**src/rtl/sram_arbiter.sv**
```systemverilog
// sram_arbiter: three-port byte arbiter (loader > video > CPU) onto a
// 16-bit asynchronous SRAM with a fixed WAIT+1 cycle access window.
//
// Ports:
//   clock, reset          sole clock, synchronous active-low reset
//   ldBusy/ldWr/ldA/ldD   loader write port, ldOvf = sticky overflow
//   vidRd/vidA            video read strobe, vidQ/vidValid = result
//   cpuReq/cpuWe/cpuA/cpuD  CPU level request, cpuQ/cpuAck = result
//   sramUb/Lb/Oe/We       active-low SRAM strobes
//   sramA/sramDo/sramDoe  word address, write data, bus drive enable
//   sramDi                SRAM read data
module sram_arbiter #(
    parameter int AW   = 22,
    parameter int WAIT = 1
) (
    input  logic          clock,
    input  logic          reset,

    input  logic          ldBusy,
    input  logic          ldWr,
    input  logic [AW-1:0] ldA,
    input  logic [7:0]    ldD,
    output logic          ldOvf,

    input  logic          vidRd,
    input  logic [AW-1:0] vidA,
    output logic [7:0]    vidQ,
    output logic          vidValid,

    input  logic          cpuReq,
    input  logic          cpuWe,
    input  logic [AW-1:0] cpuA,
    input  logic [7:0]    cpuD,
    output logic [7:0]    cpuQ,
    output logic          cpuAck,

    output logic          sramUb,
    output logic          sramLb,
    output logic          sramOe,
    output logic          sramWe,
    output logic [AW-2:0] sramA,
    output logic [15:0]   sramDo,
    output logic          sramDoe,
    input  logic [15:0]   sramDi
);

    typedef enum logic { IDLE, ACC } state_t;
    typedef enum logic [1:0] { SRC_LD, SRC_VID, SRC_CPU } src_t;

    state_t        state;
    state_t        stateNext;
    logic [2:0]    cnt;

    logic          ldPend;
    logic          vidPend;
    logic          cpuPend;
    logic [AW-1:0] ldAq;
    logic [AW-1:0] vidAq;
    logic [AW-1:0] cpuAq;
    logic [7:0]    ldDq;
    logic [7:0]    cpuDq;
    logic          cpuWeQ;

    src_t          curSrc;
    logic          curWe;
    logic [AW-1:0] curA;
    logic [7:0]    curD;

    logic          cpuReqQ;
    logic          ldBusyQ;

    logic          vidIn;
    logic          cpuRise;
    logic          slotFree;
    logic          accDone;
    logic          ldAny;
    logic          vidAny;
    logic          cpuAny;
    logic          grantLd;
    logic          grantVid;
    logic          grantCpu;
    logic          grant;
    logic [7:0]    rdByte;

    // A request seen on this edge competes for the slot right away, so an
    // idle arbiter starts the access one cycle after the strobe.
    always_comb begin
        vidIn    = vidRd & ~ldBusy;
        cpuRise  = cpuReq & ~cpuReqQ;
        slotFree = (state == IDLE) || (cnt == 3'd0);
        accDone  = (state == ACC) && (cnt == 3'd0);
        ldAny    = ldPend | ldWr;
        vidAny   = vidPend | vidIn;
        cpuAny   = (cpuPend | cpuRise) & ~ldBusy;
        grantLd  = slotFree & ldAny;
        grantVid = slotFree & ~ldAny & vidAny;
        grantCpu = slotFree & ~ldAny & ~vidAny & cpuAny;
        grant    = grantLd | grantVid | grantCpu;
        rdByte   = curA[0] ? sramDi[15:8] : sramDi[7:0];
    end

    always_ff @(posedge clock) begin
        if (!reset) begin
            state <= IDLE;
        end else begin
            state <= stateNext;
        end
    end

    always_comb begin
        stateNext = state;
        if (grant) begin
            stateNext = ACC;
        end else if (accDone) begin
            stateNext = IDLE;
        end
    end

    // Write enable releases on the last cycle so data is held past We rise.
    always_comb begin
        sramUb  = 1'b1;
        sramLb  = 1'b1;
        sramOe  = 1'b1;
        sramWe  = 1'b1;
        sramDoe = 1'b0;
        if (state == ACC) begin
            sramUb  = ~curA[0];
            sramLb  = curA[0];
            sramOe  = curWe;
            sramWe  = ~(curWe && (cnt != 3'd0));
            sramDoe = curWe;
        end
    end

    assign sramA  = curA[AW-1:1];
    assign sramDo = {curD, curD};

    always_ff @(posedge clock) begin
        if (!reset) begin
            cnt      <= 3'd0;
            ldPend   <= 1'b0;
            vidPend  <= 1'b0;
            cpuPend  <= 1'b0;
            ldAq     <= '0;
            vidAq    <= '0;
            cpuAq    <= '0;
            ldDq     <= 8'h00;
            cpuDq    <= 8'h00;
            cpuWeQ   <= 1'b0;
            curSrc   <= SRC_LD;
            curWe    <= 1'b0;
            curA     <= '0;
            curD     <= 8'h00;
            vidQ     <= 8'h00;
            cpuQ     <= 8'h00;
            vidValid <= 1'b0;
            cpuAck   <= 1'b0;
            ldOvf    <= 1'b0;
            // Track the levels through reset so a held line is not an edge.
            cpuReqQ  <= cpuReq;
            ldBusyQ  <= ldBusy;
        end else begin
            cpuReqQ  <= cpuReq;
            ldBusyQ  <= ldBusy;
            vidValid <= 1'b0;
            cpuAck   <= 1'b0;

            if ((state == ACC) && (cnt != 3'd0)) begin
                cnt <= cnt - 3'd1;
            end

            if (accDone) begin
                if (curSrc == SRC_VID) begin
                    vidValid <= 1'b1;
                    vidQ     <= rdByte;
                end
                if (curSrc == SRC_CPU) begin
                    cpuAck <= 1'b1;
                    if (!curWe) begin
                        cpuQ <= rdByte;
                    end
                end
            end

            if (grant) begin
                cnt <= 3'(WAIT);
            end
            if (grantLd) begin
                curSrc <= SRC_LD;
                curWe  <= 1'b1;
                curA   <= ldPend ? ldAq : ldA;
                curD   <= ldPend ? ldDq : ldD;
            end
            if (grantVid) begin
                curSrc <= SRC_VID;
                curWe  <= 1'b0;
                curA   <= vidPend ? vidAq : vidA;
                curD   <= 8'h00;
            end
            if (grantCpu) begin
                curSrc <= SRC_CPU;
                curWe  <= cpuPend ? cpuWeQ : cpuWe;
                curA   <= cpuPend ? cpuAq : cpuA;
                curD   <= cpuPend ? cpuDq : cpuD;
            end

            // An incoming strobe is consumed directly only when it wins the
            // slot with nothing latched; otherwise it (re)fills the latch.
            if (ldBusy && !ldBusyQ) begin
                ldOvf <= 1'b0;
            end
            if (ldWr && !(grantLd && !ldPend)) begin
                if (ldPend && !grantLd) begin
                    ldOvf <= 1'b1;
                end else begin
                    ldPend <= 1'b1;
                    ldAq   <= ldA;
                    ldDq   <= ldD;
                end
            end else if (grantLd) begin
                ldPend <= 1'b0;
            end

            if (vidIn && !(grantVid && !vidPend)) begin
                vidPend <= 1'b1;
                vidAq   <= vidA;
            end else if (grantVid) begin
                vidPend <= 1'b0;
            end

            if (cpuRise && !(grantCpu && !cpuPend)) begin
                cpuPend <= 1'b1;
                cpuAq   <= cpuA;
                cpuDq   <= cpuD;
                cpuWeQ  <= cpuWe;
            end else if (grantCpu) begin
                cpuPend <= 1'b0;
            end
        end
    end

endmodule
```
**config.mk**
```make
export PLATFORM = sky130hd
export DESIGN_NAME = sram_arbiter
export DESIGN_NICKNAME = d
export VERILOG_FILES = /design/src/rtl/sram_arbiter.sv
export SDC_FILE = /design/constraint.sdc
export NUM_CORES = 1
export LEC_CHECK = 0
export CAP_MARGIN = 40
export CORE_ASPECT_RATIO = 0.9
export CORE_MARGIN = 2
export CORE_UTILIZATION = 51
export CTS_BUF_LIST = sky130_fd_sc_hd__clkbuf_16
export DETAILED_ROUTE_END_ITERATION = 8
export GPL_TIMING_DRIVEN = 0
export PLACE_DENSITY = 0.81
export SLEW_MARGIN = 15
export SYNTH_ARGS = -nofsm -noshare
export SYNTH_HDL_FRONTEND = slang
export SYNTH_SLANG_ARGS = --single-unit
```
**constraint.sdc**
```tcl
create_clock -name clock -period 2.4 [get_ports clock]
set_input_delay 0.48 -clock clock [delete_from_list [all_inputs] [get_ports clock]]
set_output_delay 0.48 -clock clock [all_outputs]
set_load 0.01 [all_outputs]
```
Yosys cells after proc, flatten, opt, wreduce, memory -nomap -nowiden
Index checks and enable logic that the tools add are counted.
{"block": "word_totals", "ff_bits": 144, "in_bits": 105, "elab_cells": 127}
{"block": "classes", "addsub": 1, "n_eq_ne": 3, "mux": 40, "n_bitwise": 23, "n_reduce_logical": 36}
{"op": "$mux W22", "count": 6}
{"op": "$mux W8", "count": 6}
{"op": "$mux W1", "count": 25}
{"op": "$reduce_bool A2 Y1", "count": 6}
{"op": "$logic_and A1 B1 Y1", "count": 11}
{"op": "$not A1 Y1", "count": 10}
{"op": "$and A1 B1 Y1", "count": 8}
{"op": "$logic_not A1 Y1", "count": 8}
{"op": "$reduce_and A2 Y1", "count": 4}
{"op": "$mux W2", "count": 3}
{"op": "$reduce_bool A3 Y1", "count": 2}
{"op": "$or A1 B1 Y1", "count": 5}
{"op": "$reduce_or A2 Y1", "count": 2}
{"op": "$logic_not A3 Y1", "count": 1}
{"op": "$reduce_and A3 Y1", "count": 1}
{"op": "$sub A3 B1 Y3 const B", "count": 1}
{"op": "$eq A2 B1 Y1 const B", "count": 1}
{"op": "$eq A2 B2 Y1 const B", "count": 1}
{"op": "$ne A2 B2 Y1 const B", "count": 1}
{"op": "$logic_or A1 B1 Y1", "count": 1}

Depth between registers and ports, before layout
{"block": "logic_depth", "ltp_word": 10, "ltp_mapped": 9, "mapped_depth_nobuf": 7}

Least setup slack after synthesis
No wires, ideal clock.
{"block": "synth_timing", "path_type": "register -> output", "start": "reg cnt[0]", "end": "out sramWe", "arrival_time_ns": 1.402, "slack_ns": 0.518, "path_stages_with_launch": 8, "n_path_buf": 2, "cell_sequence": "dfxtp_1 -> inv_1 -> ha_1 -> nor2b_1 -> buf_2 -> nor2_2 -> buf_2 -> nand2_1"}
{"block": "synth_between", "elab_chain_cells": 4}
{"item": "start, declared", "line": "52", "rtl": "logic [2:0] cnt;"}
{"item": "start signal, assigned", "line": "169", "rtl": "cnt <= cnt - 3'd1;"}
{"item": "start signal, assigned", "line": "186", "rtl": "cnt <= 3'(WAIT);"}
{"item": "$reduce_bool A3 Y1", "line": "130", "rtl": "sramWe = ~(curWe && (cnt != 3'd0));"}
{"item": "$logic_and A1 B1 Y1", "line": "130"}
{"item": "$not A1 Y1", "line": "130"}
{"item": "$mux W1", "line": "126", "rtl": "if (state == ACC) begin"}
{"item": "end, declared", "line": "40", "rtl": "output logic sramWe,"}
No other way between the ends.

Final worst setup path
Ends and elaborated chain as after synthesis.

==> summary.md <==
| Metric | Value |
|---|---|
| CP Data Arrival Time | between 1.5 and 2 ns |
| Worst ir drop on vdd | 512 uV |
| Synth Area in Adders | 0.337% |
| Max-Cap Viols | 0 |
| Post-synthesis cell area | 7420 sq um |
| Leak Pwr | 0.00396 uW |
| Hold_buf cts | 0 |
| Hold path endpoint | cnt[2] |
| Seq/Total Area, Yosys | 38.9% |
| Number of placement rows | slightly above 40 |
| Vias in the first global route | 6330 |
| Pwr Density | 654 nW/um^2 |
| Crit path max-delay family | buffers and inverters |
| Complex-gate fraction of the synthesized area | roughly 20% |
| CP Class | register to output pin |
| #FFs+latches synth | 144 |
| Core ar. | 14100 sq um |
| Worst min-delay path class | input pin to register |
| Largest net degree at the start of global routing | 17 |
| Routed Antenna Nets | 0 |
| Crit Path Max Fanout | 7 |
| Global-route wire length before repair | around 33 mm |
| Clock-pin transition on the worst setup and hold timing paths | roughly 0.05 ns |
| Congestion Overflow GR | 0 |
| Post-route insts no fill | 1235 |
| Dpl cells | 1202 |
| Cells after Synth | 845 |
| WHS Path Cells | 3 |
| Setup repair after global routing missed its margin | no |
| Clock sink count | 144 |
| CP bufs+invs | 4 |
| Avg Inst Size Synth | 8.78 sq um |
| Largest cells by area after synthesis | dfxtp_1, mux2i_1, mux2_2, o21ai_0, nand2_1 |
| WL/cell | about 17 um |
| Cell taking the most area after synthesis | dfxtp_1 |
| F_max | roughly 440 MHz |
| Initial core utilization | between 50% and 60% |
| Root Buffer | clkbuf_16 |
| Post-DP HPWL | 15.7 mm |
| Tcrit/Tclk final | 95.1% |
| Die Area | 15500 sq um |
| Outcome | complete, no violations |
| TritonCTS buffer count | 17 |
| Placer Congestion | 0.877 |
| Port Buffers | around 160 |
| Layout cells sized above 1 | 15.4% |
| R2R depth | 6 |
| HP Start | reset |
| Total GRT Usage | 27.0% |
| Routed WL | 21.1 mm |
| Reg-to-reg slack, setup | 0.35 ns |
| Number of synthesized flops with an enable pin | 0 |
| Final nets | 1137 |
| Initial antenna violation count | 0 |
| Critical Path End Type | output pin |
| Drt via density | roughly 5.5 |
| Main synth FF type | dfxtp_1 |
| Slew @ Worst Pin | approximately 0.9 ns |
| TritonCTS clock tree | yes |
| CP Cell Sequence | inv_1 -> ha_1 -> nor2b_1 -> buf_4 -> nor2_4 -> buf_6 -> nand2_1 -> buf_2 |
| Vias | between 6000 and 7000 |
| Min Tclk post-route | 2.28 ns |
| Critical path depth in cells | 8 |
| Largest stage delay, worst path | roughly 0.33 ns |
| Post-synthesis xor/xnor area fraction | 0% |
| Total number of yosys warnings | 0 |
| Syn_nets | 952 |
| Post-synthesis simple-gate area fraction | 16.5% |
| # IOs | 166 |
| H-tree depth | 4 |
| Area Overhead vs Synth | 32.6% |
| Reg2reg end | curA[20] |
| Critical path's slowest cell | dfxtp_2 |
| Max_slew headroom | 39.3% |
| Clk_skew | between 0.009 and 0.01 ns |
| Share of synthesized flip-flops with an asynchronous set or reset | 0% |
| Starting DRT DRC Count | 543 |
| Latest clock arrival within the worst-skew pair | 0.43 ns |
| Pre-antenna DRT Iters | 7 |
| Max Root-Sink Buffers | 2 |
| Critical path required time | approximately 1.9 ns |
| Ant diodes | 0 |
| Final setup violation count | 0 |
| Post-synth top area share | 38.9% |
| Final core area utilization | 69.7% |
| RR Startpoint | cpuPend |
| Die Wd | 131 um |
| Final Hold Viols | 0 |
| Largest family of logic cells by synthesized area | compound AO/OA/AOI/OAI gates |
| Post-synthesis mux area share | ~17% |
| Residual DRC count | 0 |
| Synth unique cells | 50 |
| Startpoint types | register |
| Die height | 118 um |
| Slew Limit Fails | 0 |
-- flip-flops by register name, indices dropped and copies added, names as in the netlist, 22 cells and up --
register,count
ldAq,22
curA,22
cpuAq,22
vidAq,22
-- layout make-up --
class	count	area, sq um
Buffer	98	579
Clock buffer	17	425
Clock inverter	14	83.8
Fill cell	1146	4270
Inverter	7	26.3
Multi-Input combinational cell	596	3940
Sequential cell	144	2880
Tap cell	193	241
Timing Repair Buffer	166	1650
-- per-layer routing --
layer,wire length [um],track usage [%],part of all wire (%),vias to the layer above
met5,0,0,0,-
met4,314,7.81,1.5,0
met3,1570,5.92,7.4,25
met2,9510,41.9,45,270
met1,9700,37.8,46,3212
li1,-,-,-,3308
-- power breakdown --
| group | total (uW) | internal (uW) | switching (uW) |
|---|---|---|---|
| clock | 2340 | 1370 | 969 |
| sequential | 2640 | 2550 | 91.2 |
| combinational | 1450 | 752 | 695 |
-- worst max path at each step --
stage          slack, ns  startpoint  endpoint
2_1_floorplan       0.52      cnt[0]    sramWe
3_3_place_gp       -0.25      cnt[0]    sramWe
3_5_place_dp       -0.29      cnt[0]    sramWe
4_1_cts             0.05      cnt[0]    sramWe
5_1_grt             0.02      cnt[0]    sramWe
6_report            0.12      cnt[0]    sramWe
-- kinds of logic after synthesis --
| family | count (synthesis) |
|---|---|
| AO/OA/AOI/OAI | 233 |
| AND/OR/NAND/NOR | 245 |
| adder cells (fa/ha/maj) | 2 |
| flip-flops | 144 |
| multiplexers | 116 |
| buffers and inverters | 105 |
-- Yosys cell counts, types with 15 or more instances --
master / n
mux2i_1: 61
a31oi_1: 22
nor3_1: 24
nand2_1: 108
a21boi_0: 24
o211a_1: 17
clkbuf_1: 31
o21ai_1: 15
o21ai_0: 94
nor2b_1: 32
a21oi_1: 34
and2_1: 23
buf_4: 41
mux2_2: 51
dfxtp_1: 144
buf_2: 18
nand3_1: 33
-- worst register-to-register path: cells and delay by family, from the launching register on --
| kind | cells | cell delay [ns] |
|---|---|---|
| muxes | 1 | 0.44 |
| buffers and inverters | 2 | 0.67 |
| DFF | 1 | 0.32 |
| AOI/OAI and AO/OA | 3 | 0.50 |
-- cell usage in the layout (no fill, tap or decap), types with 4 or more instances in the layout --
| master | count |
|---|---|
| and2_1 | 23 |
| a21oi_1 | 34 |
| nor2b_1 | 32 |
| o21ai_1 | 15 |
| nand3_1 | 33 |
| o21ai_0 | 94 |
| inv_1 | 8 |
| mux2_1 | 4 |
| buf_2 | 17 |
| a21o_1 | 5 |
| clkdlybuf4s50_1 | 163 |
| nand2b_1 | 4 |
| nor2_1 | 6 |
| clkbuf_1 | 30 |
| clkinv_2 | 4 |
| mux2i_1 | 61 |
| a21boi_0 | 24 |
| buf_4 | 44 |
| buf_1 | 4 |
| a22oi_1 | 5 |
| a21boi_1 | 4 |
| a31oi_1 | 22 |
| mux2_2 | 51 |
| nor3_1 | 24 |
| o211a_1 | 17 |
| clkbuf_16 | 17 |
| nand2_1 | 108 |
| clkinv_1 | 7 |
| dfxtp_1 | 143 |
-- per-stage QoR --
stage | setup slack [ns] | area (sq um) | power, uW | setup TNS, ns | hold WS (ns)
global placement | -0.250 | 9300 | 4080 | -0.802 | 0.432
detailed placement | -0.291 | 9300 | 4100 | -0.974 | 0.441
floorplan | 0.518 | 7420 | 3490 | 0 | 0.425
finish | 0.118 | 9840 | 6430 | 0 | 0.432
global route | 0.0187 | 9840 | 6700 | 0 | 0.425
CTS | 0.0457 | 9830 | 6440 | 0 | 0.409
-- repair_timing --
item | in CTS | in global routing
setup endpoints to repair | 3 | 1
pin swaps | 1 | 1
gates resized for setup | 10 | 0
gates cloned | 0 | 0
setup buffers | 1 | 1
Note: power is estimated with default switching activity, not from simulation.
